**config.mk**
```make
export PLATFORM = sky130hd
export DESIGN_NAME = snake_head_stepper
export DESIGN_NICKNAME = d
export VERILOG_FILES = /design/src/rtl/snake_pkg.sv /design/src/rtl/turn_queue.sv /design/src/rtl/snake_head_stepper.sv
export SDC_FILE = /design/constraint.sdc
export NUM_CORES = 1
export LEC_CHECK = 0
export ABC_AREA = 1
export BUFFER_PORTS_ARGS = -buffer_cell sky130_fd_sc_hd__buf_2
export CAP_MARGIN = 20
export CORE_MARGIN = 2
export CORE_UTILIZATION = 29
export CTS_CLUSTER_DIAMETER = 40
export DETAILED_ROUTE_END_ITERATION = 8
export PLACE_DENSITY_LB_ADDON = 0.25
export SETUP_SLACK_MARGIN = 0.5
export SLEW_MARGIN = 0
export SYNTH_ARGS = -nofsm -noshare
export SYNTH_HDL_FRONTEND = slang
export SYNTH_SLANG_ARGS = --single-unit
```
**constraint.sdc**
```tcl
create_clock -name clk -period 1.85 [get_ports clk]
set_clock_uncertainty 0.05 [all_clocks]
set_input_delay 0.37 -clock clk [delete_from_list [all_inputs] [get_ports clk]]
set_output_delay 0.37 -clock clk [all_outputs]
set_load 0.05 [all_outputs]
```
**src/rtl/snake_pkg.sv**
```systemverilog
// snake_pkg: direction and game-state encodings shared by the snake input controller and head stepper.
package snake_pkg;
    localparam logic [1:0] DIR_UP    = 2'd0;
    localparam logic [1:0] DIR_LEFT  = 2'd1;
    localparam logic [1:0] DIR_DOWN  = 2'd2;
    localparam logic [1:0] DIR_RIGHT = 2'd3;

    typedef enum logic [1:0] {
        ST_IDLE  = 2'd0,
        ST_RUN   = 2'd1,
        ST_PAUSE = 2'd2,
        ST_DEAD  = 2'd3
    } state_t;

    // Opposite directions differ only in bit 1 with this encoding.
    function automatic logic is_opposite(input logic [1:0] newd, input logic [1:0] curd);
        return (newd ^ curd) == 2'b10;
    endfunction
endpackage

```
**src/rtl/turn_queue.sv**
```systemverilog
// turn_queue: shift-register FIFO of pending turns; dout is the oldest entry, tail the newest.
module turn_queue #(
    parameter int QDEPTH = 2
) (
    input  logic       clk,
    input  logic       reset_n,
    input  logic       push,
    input  logic       pop,
    input  logic       clear,
    input  logic [1:0] din,
    output logic [1:0] dout,
    output logic [1:0] tail,
    output logic       empty,
    output logic       full
);
    localparam int CW = $clog2(QDEPTH + 1);

    logic [1:0]    mem   [QDEPTH];
    logic [1:0]    mem_n [QDEPTH];
    logic [CW-1:0] cnt;
    logic          do_push, do_pop;

    assign empty   = cnt == '0;
    assign full    = cnt == CW'(QDEPTH);
    assign do_pop  = pop && !empty;
    assign do_push = push && (!full || do_pop);
    assign dout    = mem[0];

    // The write slot accounts for a same-cycle pop shifting everything down.
    always_comb begin
        tail  = mem[0];
        mem_n = mem;
        for (int i = 0; i < QDEPTH; i++)
            if (CW'(i + 1) == cnt) tail = mem[i];
        for (int i = 0; i < QDEPTH - 1; i++)
            if (do_pop) mem_n[i] = mem[i + 1];
        for (int i = 0; i < QDEPTH; i++)
            if (do_push && CW'(i) == cnt - CW'(do_pop)) mem_n[i] = din;
    end

    always_ff @(posedge clk or negedge reset_n)
        if (!reset_n) begin
            cnt <= '0;
            for (int i = 0; i < QDEPTH; i++) mem[i] <= '0;
        end else if (clear) begin
            cnt <= '0;
        end else begin
            cnt <= cnt + CW'(do_push) - CW'(do_pop);
            mem <= mem_n;
        end
endmodule

```
**src/rtl/snake_head_stepper.sv**
```systemverilog
// snake_head_stepper: advances the snake head one cell per game tick, buffering turns between ticks.
// Define SNAKE_WRAP_EN to wrap at the playfield edges instead of dying on a wall hit.
module snake_head_stepper
    import snake_pkg::*;
#(
    parameter int GRID_W   = 40,
    parameter int GRID_H   = 30,
    parameter int TICK_DIV = 2500000,
    parameter int QDEPTH   = 2,
    localparam int X_W     = $clog2(GRID_W),
    localparam int Y_W     = $clog2(GRID_H)
) (
    input  logic           clk,
    input  logic           reset_n,
    input  logic [1:0]     dir,
    input  logic           start,
    input  logic           pause,
    output logic [X_W-1:0] head_x,
    output logic [Y_W-1:0] head_y,
    output logic [1:0]     head_dir,
    output logic           step,
    output logic [1:0]     state,
    output logic           hit_wall
);
    localparam int CW = $clog2(TICK_DIV);
    localparam logic [X_W-1:0] X_MAX = X_W'(GRID_W - 1);
    localparam logic [Y_W-1:0] Y_MAX = Y_W'(GRID_H - 1);
    localparam logic [X_W-1:0] X_MID = X_W'(GRID_W / 2);
    localparam logic [Y_W-1:0] Y_MID = Y_W'(GRID_H / 2);

    state_t         st, st_n;
    logic [CW-1:0]  cnt;
    logic [1:0]     dir_q, q_dout, q_tail, ref_dir, new_dir;
    logic           q_empty, q_full, tick, wall, push;
    logic [X_W-1:0] nx;
    logic [Y_W-1:0] ny;

    assign state   = st;
    assign tick    = st == ST_RUN && cnt == CW'(TICK_DIV - 1);
    assign new_dir = q_empty ? head_dir : q_dout;
    // With a single entry being popped, tail equals the new head_dir, so this covers the pop case too.
    assign ref_dir = q_empty ? head_dir : q_tail;
    assign push    = (st == ST_RUN || st == ST_PAUSE) && !start && dir != dir_q
                     && dir != ref_dir && !is_opposite(dir, ref_dir) && (!q_full || tick);

    assign nx = new_dir == DIR_LEFT  ? (head_x == '0 ? X_MAX : head_x - 1'b1) :
                new_dir == DIR_RIGHT ? (head_x == X_MAX ? '0 : head_x + 1'b1) : head_x;
    assign ny = new_dir == DIR_UP    ? (head_y == '0 ? Y_MAX : head_y - 1'b1) :
                new_dir == DIR_DOWN  ? (head_y == Y_MAX ? '0 : head_y + 1'b1) : head_y;
`ifdef SNAKE_WRAP_EN
    assign wall = 1'b0;
`else
    assign wall = new_dir == DIR_UP   ? head_y == '0 :
                  new_dir == DIR_LEFT ? head_x == '0 :
                  new_dir == DIR_DOWN ? head_y == Y_MAX : head_x == X_MAX;
`endif

    turn_queue #(.QDEPTH(QDEPTH)) u_queue (
        .clk     (clk),
        .reset_n (reset_n),
        .push    (push),
        .pop     (tick),
        .clear   (start),
        .din     (dir),
        .dout    (q_dout),
        .tail    (q_tail),
        .empty   (q_empty),
        .full    (q_full)
    );

    always_comb begin
        st_n = st;
        if (start) st_n = ST_RUN;
        else if (st == ST_RUN) st_n = tick && wall ? ST_DEAD : pause ? ST_PAUSE : ST_RUN;
        else if (st == ST_PAUSE) st_n = pause ? ST_PAUSE : ST_RUN;
    end

    always_ff @(posedge clk or negedge reset_n)
        if (!reset_n) begin
            st       <= ST_IDLE;
            head_x   <= X_MID;
            head_y   <= Y_MID;
            head_dir <= DIR_RIGHT;
            step     <= 1'b0;
            hit_wall <= 1'b0;
            cnt      <= '0;
            dir_q    <= DIR_RIGHT;
        end else begin
            st    <= st_n;
            dir_q <= dir;
            step  <= 1'b0;
            if (start) begin
                head_x   <= X_MID;
                head_y   <= Y_MID;
                head_dir <= DIR_RIGHT;
                hit_wall <= 1'b0;
                cnt      <= '0;
            end else if (st == ST_RUN) begin
                cnt <= tick ? '0 : cnt + 1'b1;
                if (tick) begin
                    head_dir <= new_dir;
                    if (wall) begin
                        hit_wall <= 1'b1;
                    end else begin
                        head_x <= nx;
                        head_y <= ny;
                        step   <= 1'b1;
                    end
                end
            end
        end
endmodule

```
After elaboration in Yosys (flattened, before gate mapping)
Cells that the tools add are included.
{"block": "totals", "output_inout_bits": 17, "input_bits": 6, "elab_cells": 116, "regBits": 47}
{"block": "classes", "n_reduce_logical": 36, "bitwise_logic": 2, "n_mux": 44, "addsub": 8, "n_eq_ne": 15}
{"cell": "22-bit 2-to-1 mux", "n": 3}
{"cell": "6-bit 2-to-1 mux", "n": 8}
{"cell": "5-bit 2-to-1 mux", "n": 8}
{"cell": "2-bit 2-to-1 mux", "n": 14}
{"cell": "22-bit by 1-bit adder with 22-bit output (second input constant)", "n": 1}
{"cell": "22-bit equality test (second input constant)", "n": 1}
{"cell": "1-bit logical AND", "n": 11}
{"cell": "1-bit 2-to-1 mux", "n": 11}
{"cell": "2-bit equality test (second input constant)", "n": 5}
{"cell": "3-bit nonzero test", "n": 3}
{"cell": "4-bit AND reduction", "n": 2}
{"cell": "2-bit nonzero test", "n": 4}
{"cell": "6-bit by 1-bit adder with 6-bit output (second input constant)", "n": 1}
{"cell": "6-bit equality test (second input constant)", "n": 1}
{"cell": "2-bit logical NOT", "n": 3}
{"cell": "6-bit logical NOT", "n": 1}
{"cell": "2-bit AND reduction", "n": 3}
{"cell": "6-bit by 1-bit subtractor with 6-bit output (second input constant)", "n": 1}
{"cell": "5-bit by 1-bit adder with 5-bit output (second input constant)", "n": 1}
{"cell": "5-bit equality test (second input constant)", "n": 1}
{"cell": "5-bit logical NOT", "n": 1}
{"cell": "5-bit by 1-bit subtractor with 5-bit output (second input constant)", "n": 1}
{"cell": "2-bit by 1-bit equality test with 1-bit output (second input constant)", "n": 2}
{"cell": "1-bit logical NOT", "n": 4}
{"cell": "10 further kinds", "n": 14}

Depth between registers and ports, before layout
Gate-level depths: netlist of run 1.
{"block": "logic_depth", "word_depth": 12, "ltp_mapped": 14, "ltp_nobuf": 13}

Modules after synthesis
A second synthesis of run 1 with hierarchy kept.
{"block": "unflattened", "cells_unflattened": 471, "area_unflattened_um2": 3410.8}
{"module": "snake_head_stepper", "area_each_um2": 2952.8, "n_inst": 1, "cells_per_inst": 407}
{"module": "turn_queue", "area_each_um2": 457.9, "n_inst": 1, "cells_per_inst": 64}

Least setup slack after synthesis of run 1
No wires, ideal clock.
{"block": "synth_timing", "kind": "reg-to-reg", "start": "register st[0], in the netlist state[0]", "end": "register u_queue.cnt[0]", "stages_incl_launch_ff": 13, "n_path_buf": 1, "slack_ns": -0.261, "t_required_ns": 1.678, "arrival_ns": 1.939, "path_cell_list": "dfrtp_1 > ha_1 > buf_4 > nand2_1 > inv_1 > nand2_1 > nor2_1 > nand3_2 > nand2_2 > nand2_1 > ha_1 > inv_1 > nor2_1"}
{"block": "synth_via", "elab_chain_len": 11, "elab_cells_between_ends": 16}
{"item": "start, declared", "line": "snake_head_stepper.sv:31", "text": "state_t st, st_n;"}
{"item": "start signal, assigned", "line": "snake_head_stepper.sv:89", "text": "st <= st_n;"}
{"item": "2-bit by 1-bit equality test with 1-bit output / 2-bit equality test (equally long branches)", "line": "snake_head_stepper.sv:39, snake_head_stepper.sv:43"}
{"item": "1-bit logical OR", "line": "snake_head_stepper.sv:43", "text": "assign push = (st == ST_RUN || st == ST_PAUSE) && !start && dir != dir_q"}
{"item": "1-bit logical AND (2 in series)", "line": "snake_head_stepper.sv:43"}
{"item": "1-bit logical AND (3 in series)", "line": "snake_head_stepper.sv:44", "text": "&& dir != ref_dir && !is_opposite(dir, ref_dir) && (!q_full || tick);"}
{"item": "1-bit logical AND", "line": "turn_queue.sv:26", "text": "assign do_push = push && (!full || do_pop);"}
{"item": "2-bit by 1-bit adder with 2-bit output", "line": "turn_queue.sv:48", "text": "cnt <= cnt + CW'(do_push) - CW'(do_pop);"}
{"item": "2-bit by 1-bit subtractor with 2-bit output *", "line": "turn_queue.sv:48"}
{"item": "2-bit 2-to-1 mux *", "line": "turn_queue.sv:45", "text": "end else if (clear) begin"}
{"item": "end signal, assigned", "line": "turn_queue.sv:48"}
{"item": "end, declared", "line": "turn_queue.sv:20", "text": "logic [CW-1:0] cnt;"}
Mark *: on every way between the ends. The rest lies on a longest branch, timed or not.
A chain may end at the register's enable or synchronous reset.

Worst setup path in the final report of run 1
{"block": "layout_timing", "start": "register st[1], in the netlist state[1]", "end": "register u_queue.cnt[1]"}
The elaborated chain is that of the path after synthesis.

==> flow_summary.toml, run 1 <==
[global_routing]
grt_pass1_wl_um = 17900
grt_use_total_pct = 16.9
grt_max_degree = 33
grt_pass1_vias = 3670
overflow = 0
antenna_found_initial = 0

[setup_path]
r2r_slack_ns = 0.01
path_class = "reg2reg"
required_ns = 1.98
r2r_end = "u_queue.cnt[1]"
worstSetupEndpointType = "register"
cp.arrival_ns = 1.96
timing.rr.start = "state[1]"
reg2reg_depth = 12
crit_slowest_cell = "dfrtp_2"
cp_slowest_stage_delay_ns = 0.43
cpMostUsedCell = "nand2_1"
startpoint_type = "register"
path_cells = "inv_2 > ha_4 > nand2_1 > inv_1 > nand2_1 > nor2_2 > nand3_4 > a21boi_4 > ha_4 > nand3_2 > nand2_1 > nor2_1"
cp_max_fo = 5

[sta]
tightest_slew_ns = 0.439
drv_slew = 0
fin_ws_ns = 0.0124
max_slew_margin_pct = 70.7
finalSetupViolations = 0
setup_tns_ns = 0
hold_viol = 0
period_needed_ns = 1.84
layout_worst_path_cycle_share_pct = 99.3
rsz0062_at_grt = "yes"
timing.fmax_mhz = 544

[outcome]
status = "finished, final reports clean"

[logic_synthesis]
synth.area.mux_share_pct = 0
synth_most_common_cell = "nand2_1"
synth_edf_count = 0
async_reset_ff_share_pct = 100
yosysSeqAreaShare_pct = 33.7
synth_compound_area_share_pct = 7.07
synth-xor-area-share_pct = 3.48
netlist_instances = 495
ys_ff_latch = 47
synth_top_area_share_pct = 26.3
synth_fp_nets = 511
ys_top_cells_by_count = "nand2_1, nor2_1, nand3_1, inv_1, dfrtp_1"
synth_area_mm2 = 0.00352
synth_flop_cell = "dfrtp_1"
yosys.area_share.simple_pct = 44.6
synthAdderAreaFrac_pct = 3.55
synth_top_family_by_area = "simple AND/OR/NAND/NOR gates"
ys.warnings.count = 0
synth_cell_types = 42
synth_area_per_cell_um2 = 7.12
synth_area_leaders = "dfrtp_1, nand2_1, nand3_1, dfstp_2, nor2_1"
yosys.area.top_type = "dfrtp_1"

[cts]
htreeDepth = 2
clock_latency_ns = 0.30
cts_tree = "built"
cts_sinks = 47
cts_buffers = 5
clk_pin_slew_worst_paths_ns = 0.06
clockBufferDepth = 2
cts_root_buffer = "clkbuf_16"

[routing]
drcViolationCount = 0
wl_um = 11200
viasPerCell = 5.00
routedWlPerCell_um = 14.6
vias = 3835
drt_iter0_markers = 243
dr.pass1.iters = 4
ant_nets = 0

[cells_and_area]
drive_gt1_share_pct = 47.6
area_growth_syn_to_layout_pct = 60.0
nets = 635
n_antenna_cell = 0
final_core_util_pct = 47.3

[die]
die_area_mm2 = 0.0130
io_pins = 23
rows = 40
start_util_pct = 29.6
core-area_mm2 = 0.0119
fp.dieH_um = 114
die_x_um = 114

[place]
pre_cts_ws_ns = -0.00787
portBuffers = 22
hpwl_um = 7540
gp_congestion = 0.894

[power]
power.density_mw_per_mm2 = 771
cellLeakagePower_nw = 2.57
ir_drop_v = 0.000376

[worst_hold_path]
min_path_cells = 1
hold_path.startpoint = "dir[0]"
hold_end = "dir_q[0]"
hp-class = "in2reg"

[flow_run]
maxCapViolations = 0
-- cells in the final DEF, fill, tap and decap left out, types with 3 or more instances in the layout --
| master | count |
|---|---|
| nand2_1 | 100 |
| buf_4 | 75 |
| nand3_1 | 43 |
| nor2_1 | 40 |
| inv_1 | 40 |
| nand4_1 | 30 |
| dfrtp_1 | 26 |
| buf_6 | 24 |
| nand2_2 | 17 |
| nand3_2 | 15 |
| nor2_2 | 14 |
| nor2_4 | 14 |
| buf_8 | 13 |
| inv_2 | 12 |
| dfrtp_2 | 11 |
| xor2_1 | 10 |
| nor3_2 | 8 |
| nand2_4 | 8 |
| dfstp_2 | 8 |
| buf_2 | 8 |
| nor3_1 | 7 |
| o21ai_2 | 7 |
| o21ai_0 | 7 |
| a21oi_1 | 6 |
| clkbuf_16 | 6 |
| nand3_4 | 5 |
| a21oi_2 | 5 |
| nor3_4 | 5 |
| ha_4 | 5 |
| ha_1 | 4 |
| buf_12 | 4 |
| nand2_8 | 3 |
| o21ai_1 | 3 |
| o22ai_2 | 3 |
| a211oi_2 | 3 |
-- power by group --
group	total (mW)	switching [mW]	internal [mW]	leakage (nW)
Clock	0.982	0.405	0.577	0.0772
Combinational	2.04	1.15	0.892	1.90
Sequential	1.32	0.148	1.18	0.592
-- critical path, delay by kind of cell, from the launching register on --
family                     cells  cell delay, ns
and+or+nand+nor                7            0.58
buffers and inverters          2            0.13
adders and majority gates      2            0.30
AOI/OAI and AO/OA              1            0.23
DFF                            1            0.43
-- layer usage --
layer / share of wire [%] / vias up / global-route usage [%]
met5: 0 / - / 0
met2: 52 / 89 / 29.5
li1: - / 1896 / -
met4: 1.8 / 0 / 4.47
met1: 42 / 1832 / 21.6
met3: 3.6 / 18 / 2.70
-- cell type report --
type                       instances  area, µm²
clock buffer                       8        156
fill                            1121       6270
inverter                          58        244
multi-input combinational        380       2630
sequential                        47       1210
tap                              147        184
timing repair buffer             127       1210
-- worst max path at each step --
| stage | start | endpoint | slack [ns] | cells after the start |
|---|---|---|---|---|
| final | state[1] | u_queue.cnt[1] | 0.01 | 12 |
| after detailed placement | state[1] | u_queue.cnt[1] | -0.008 | 13 |
| after CTS | state[1] | u_queue.cnt[1] | 0.05 | 13 |
| after global placement | state[1] | hit_wall | 0.004 | 12 |
| after floorplan | state[1] | u_queue.cnt[0] | -0.11 | 13 |
| after global routing | state[1] | u_queue.cnt[1] | -0.07 | 13 |
-- cells by family (layout without fill, tap and decap cells) --
kind of cell,count (synthesis),count (layout)
AO/OA/AOI/OAI,39,39
XOR/XNOR,14,14
adder cells (fa/ha/maj),10,10
buffers and inverters,68,193
flip-flops,47,47
AND/OR/NAND/NOR,317,317
-- flip-flops by register name (all words and copies together), names as in the netlist --
name and flops:
u_queue.cnt 2, dir_q 2, step 1, head_y 5, u_queue.dout 2, head_x 6, hit_wall 1, head_dir 2
cnt 22, u_queue.mem 2, state 2
-- per-stage QoR --
step,std cells,area [µm²],total power [mW],hold slack [ns]
after detailed placement,700,4210,2.76,0.285
after CTS,742,5060,4.10,0.181
final,767,5640,4.35,0.182
after global routing,767,5640,4.60,0.187
after floorplan,495,3640,2.37,0.0244
after global placement,700,4210,2.75,0.271
-- what timing repair did --
item                                    4_1_cts  5_1_grt
gates resized for setup                     114       90
hold buffers                                  1        0
endpoints found under the setup margin       60       59
gates cloned                                  1        1
endpoints found under the hold margin        15        0
pin swaps                                    29       36
buffers inserted                             32       24
Power figures use the tool's default switching activity.
==> run 2, diff against run 1 <==
--- a/config.mk
+++ b/config.mk
@@ -13,7 +13,6 @@
 export CTS_CLUSTER_DIAMETER = 40
 export DETAILED_ROUTE_END_ITERATION = 8
 export PLACE_DENSITY_LB_ADDON = 0.25
-export SETUP_SLACK_MARGIN = 0.5
 export SLEW_MARGIN = 0
 export SYNTH_ARGS = -nofsm -noshare
 export SYNTH_HDL_FRONTEND = slang
==> flow_summary.toml, run 2 (synthesis results as in run 1) <==
[outcome]
status = "finished, final reports clean"

[sta]
fin_ws_ns = 0.0603
finalSetupViolations = 0
max_slew_margin_pct = 77.5
drv_slew = 0
hold_viol = 0
period_needed_ns = 1.79
timing.fmax_mhz = 559
layout_worst_path_cycle_share_pct = 96.7
tightest_slew_ns = 0.335
rsz0062_at_grt = "yes"

[power]
clock_power_share_pct = 25.3
power.density_mw_per_mm2 = 835
ir_drop_v = 0.000365
switching_share_pct = 39.5
pwr-share-seq_pct = 34.5
cellLeakagePower_nw = 2.06
power_frac_comb_pct = 40.2
p_int_mw = 2.30
p_switching_mw = 1.50

[setup_path]
cp_slowest_stage_delay_ns = 0.41
worstSetupEndpoint = "u_queue.cnt[1]"
path_class = "reg2reg"
cp.arrival_ns = 1.92
path_cells = "inv_2 > ha_4 > nand2_2 > inv_2 > nand2_2 > nor2_4 > nand3_4 > a21boi_4 > ha_4 > nand3_2 > nand2_1 > nor2_1"
r2r_slack_ns = 0.06
crit_path_start = "state[1]"
worstSetupEndpointType = "register"
timing.rr.start = "state[1]"
r2r_end = "u_queue.cnt[1]"
startpoint_type = "register"
cp_max_fo = 5
crit_slowest_cell = "dfrtp_2"
reg2reg_depth = 12
required_ns = 1.98

[place]
hpwl_um = 7180
portBuffers = 22
gp_congestion = 0.874
pre_cts_ws_ns = -0.0177

[die]
die_area_mm2 = 0.0130
rows = 40
fp.dieH_um = 114
start_util_pct = 29.6
io_pins = 23
die_x_um = 114
core-area_mm2 = 0.0119

[routing]
drt_iter0_markers = 218
viasPerCell = 4.83
routedWlPerCell_um = 13.4
drcViolationCount = 0
ant_nets = 0
wl_um = 9580
vias = 3457
dr.pass1.iters = 4

[global_routing]
grt_use_total_pct = 15.0
grt_max_degree = 48
grt_pass1_wl_um = 15800
overflow = 0
grt_pass1_vias = 3410
antenna_found_initial = 0

[cells_and_area]
area_growth_syn_to_layout_pct = 29.3
final_common_cell = "nand2_1"
drive_gt1_share_pct = 31.3
final_core_util_pct = 38.2
nets = 584
layout_common_cells = "nand2_1, nor2_1, buf_4"
top_register = "cnt"
n_antenna_cell = 0
reg_top3 = "cnt (22), head_x (6), head_y (5)"
largest_reg_flops = 22

[flow_run]
maxCapViolations = 0

[cts]
clk_pin_slew_worst_paths_ns = 0.06
cts_sinks = 47
ctsHoldBuffers = 0
cts_root_buffer = "clkbuf_16"
cts_buffers = 5
cts_tree = "built"
htreeDepth = 2
clockBufferDepth = 2
clock_latency_ns = 0.29

[worst_hold_path]
hp-class = "in2async"
run 2: cell types whose count changed in the layout (fill, tap and decap cells not counted), moves of 6 or more:
cell	before	now
buf_2	8	22
buf_4	75	51
buf_6	24	1
buf_8	13	1
nand2_1	100	113
nand2_4	8	2
nor2_1	40	56
nor2_2	14	6
nor2_4	14	6
nor3_1	7	16
o21ai_0	7	15
run 2: final cells by class:
cell class | count | area (µm²)
Clock buffer | 8 | 156
Sequential cell | 47 | 1210
Inverter | 58 | 218
Fill cell | 1226 | 7360
Tap cell | 147 | 184
Multi-Input combinational cell | 380 | 2250
Timing Repair Buffer | 76 | 539
run 2: power by group through the flow:
stage          combinational, mW  sequential (mW)  clock (mW)
2_1_floorplan              0.848             1.49           0
3_3_place_gp                1.40             1.32           0
3_5_place_dp                1.41             1.32           0
4_1_cts                     1.42             1.31        1.00
5_1_grt                     1.70             1.33        1.03
6_report                    1.53             1.31       0.960
run 2: worst min path at each step:
stage,start,to,depth (start not counted)
after floorplan,reset_n,cnt[0],0
after global placement,reset_n,cnt[19],2
after detailed placement,reset_n,cnt[16],2
after CTS,reset_n,u_queue.mem[0],2
after global routing,reset_n,cnt[15],2
final,reset_n,state[1],2
run 2: critical path, delay by kind of cell (launching register included):
family,cells,cell delay (ns)
AO/OA/AOI/OAI,1,0.23
adder cells (fa/ha/maj),2,0.33
buffers and inverters,2,0.11
flip-flops,1,0.41
AND/OR/NAND/NOR,7,0.55
run 2: timing repair:
item                       4_1_cts  5_1_grt
gates resized for setup          1       50
setup buffers                    0       13
pin swaps                        2       22
setup endpoints to repair        6       39
run 2: through the flow:
step           hold WS, ns  power [mW]   TNS, ns  instances  instance area [µm²]
2_1_floorplan       0.0244        2.34    -0.376        495                 3560
3_3_place_gp         0.328        2.72         0        695                 4110
6_report           0.00608        3.80         0        716                 4560
5_1_grt             0.0376        4.06    -0.125        716                 4560
3_5_place_dp         0.329        2.74   -0.0342        695                 4110
4_1_cts             0.0131        3.73  -0.00279        703                 4270
run 2: metal layers:
layer	wire length, µm	up-vias	GRT usage [%]
met3	255	4	2.12
met5	0	-	0
met2	4770	37	26.7
met1	4480	1626	19.1
met4	72	0	4.15
li1	-	1790	-
==> run 3, diff against run 2 <==
--- a/config.mk
+++ b/config.mk
@@ -16,4 +16,5 @@
 export SLEW_MARGIN = 0
 export SYNTH_ARGS = -nofsm -noshare
 export SYNTH_HDL_FRONTEND = slang
+export SYNTH_HIERARCHICAL = 1
 export SYNTH_SLANG_ARGS = --single-unit
==> flow_summary.toml, run 3 <==
[setup_path]
r2r_end = "u_queue/cnt[1]"
startpoint_type = "register"
path_class = "reg2reg"
r2r_slack_ns = -0.39
worstSetupEndpointType = "register"
worst-path-buf-inv = 3
required_ns = 1.97
path_cells = "buf_6 > nor2_4 > nand2_2 > inv_2 > a21oi_2 > xor2_1 > nor3_1 > nand2_1 > a21oi_2 > nand2_2 > ha_1 > inv_1 > ha_1 > xor2_1 > nor2_1"
timing.rr.start = "u_queue/cnt[1]"
reg2reg_depth = 15
path_delay_family = "simple AND/OR/NAND/NOR gates"
cp_slowest_stage_delay_ns = 0.42
cp_max_fo = 4
crit_slowest_cell = "dfrtp_1"
cp.arrival_ns = 2.36

[sta]
rsz0062_at_grt = "yes"
timing.fmax_mhz = 447
period_needed_ns = 2.24
layout_worst_path_cycle_share_pct = 121
hold_viol = 6
fin_ws_ns = -0.387
drv_slew = 0
finalSetupViolations = 21
tightest_slew_ns = 0.505
fin_hold_ws_ns = -0.0145
setup_tns_ns = -4.31
max_slew_margin_pct = 66.4

[power]
power_frac_comb_pct = 40.2
switching_share_pct = 36.8
pwr-share-seq_pct = 32.3
ir_drop_v = 0.000370
power.density_mw_per_mm2 = 810
cellLeakagePower_nw = 2.37
clock_power_share_pct = 27.5
p_int_mw = 2.49
finalPower_mw = 3.94
p_switching_mw = 1.45

[cts]
clock_latency_ns = 0.29
clk_pin_slew_worst_paths_ns = 0.07
cts_root_buffer = "clkbuf_16"
htreeDepth = 2
clockBufferDepth = 2
cts_tree = "built"
cts_sinks = 47
ctsHoldBuffers = 0
cts_buffers = 5

[die]
core-area_mm2 = 0.0114
io_pins = 23
die_area_mm2 = 0.0126
die_x_um = 112
start_util_pct = 29.8
fp.dieH_um = 112
rows = 39

[cells_and_area]
n_antenna_cell = 0
design_area_mm2 = 0.00487
area_growth_syn_to_layout_pct = 43.2
reg_top3 = "cnt (22), head_x (6), head_y (5)"
largest_reg_flops = 22
top_register = "cnt"
layout_common_cells = "nand2_1, buf_4, inv_1"
final_common_cell = "nand2_1"
drive_gt1_share_pct = 37.8
nets = 595
nFillCells = 1168
final_core_util_pct = 42.6

[outcome]
status = "finished with violations"
violations = "negative hold slack, negative setup slack"

[place]
portBuffers = 22
placed_cell_area_mm2 = 0.00428
hpwl_um = 7250
gp_congestion = 0.881
pre_cts_ws_ns = -0.435

[global_routing]
antenna_found_initial = 0
overflow = 0
grt_use_total_pct = 15.5
grt_max_degree = 29
grt_pass1_wl_um = 16100
grt_pass1_vias = 3341

[routing]
ant_nets = 0
drt_iter0_markers = 186
dr.pass1.iters = 5
drcViolationCount = 0
wl_um = 9780
vias = 3465
routedWlPerCell_um = 13.5
viasPerCell = 4.80

[logic_synthesis]
synth_fp_nets = 485
netlist_instances = 468
synth_area_per_cell_um2 = 7.26
synth_area_mm2 = 0.00340
ys.warnings.count = 6

[worst_hold_path]
hp-class = "in2async"

[flow_run]
maxCapViolations = 0
[run 3: power by group through the flow]
stage / sequential (mW) / clock, mW / combinational (mW)
3_3_place_gp: 1.28 / 0 / 1.30
3_5_place_dp: 1.28 / 0 / 1.31
5_1_grt: 1.29 / 1.16 / 1.74
4_1_cts: 1.27 / 1.12 / 1.44
2_1_floorplan: 1.41 / 0 / 0.742
6_report: 1.27 / 1.08 / 1.58
[run 3: stage by stage]
step / instances / hold slack, ns
floorplan: 468 / 0.0244
global placement: 699 / 0.319
detailed placement: 699 / 0.324
CTS: 717 / 0.00932
global route: 722 / 0.0387
finish: 722 / -0.0145
[run 3: cell type report]
| cell class | instances | area [µm²] | share of cell area, % |
|---|---|---|---|
| multi-input cells | 343 | 2180 | 44.8 |
| flip-flops and latches | 47 | 1200 | 24.7 |
| repair buffers | 113 | 873 | 17.9 |
| inverters | 68 | 258 | 5.29 |
| well taps | 143 | 179 | 3.68 |
| clock buffers | 6 | 139 | 2.85 |
| clock inverters | 2 | 35.0 | 0.720 |
[run 3: what timing repair did]
item	CTS	global route
buffers inserted	12	5
endpoints found under the setup margin	21	36
resized for setup	24	53
pin swaps	13	23
[run 3: worst max path at each step]
stage | start | to | slack [ns] | cells past startpoint
6_report | u_queue/cnt[1] | u_queue/cnt[1] | -0.39 | 15
4_1_cts | u_queue/cnt[1] | u_queue/cnt[1] | -0.36 | 15
2_1_floorplan | state[1] | u_queue/cnt[1] | -0.53 | 13
3_3_place_gp | u_queue/cnt[1] | u_queue/cnt[0] | -0.38 | 16
3_5_place_dp | u_queue/cnt[1] | u_queue/cnt[1] | -0.43 | 16
5_1_grt | u_queue/cnt[1] | u_queue/cnt[1] | -0.52 | 15
[run 3: per-layer routing]
| layer | routed length (µm) | vias up | global-route usage, % |
|---|---|---|---|
| met3 | 334 | 6 | 2.43 |
| met5 | 0 | - | 0 |
| met4 | 109 | 0 | 3.09 |
| li1 | - | 1757 | - |
| met2 | 4730 | 55 | 25.6 |
| met1 | 4610 | 1647 | 21.5 |
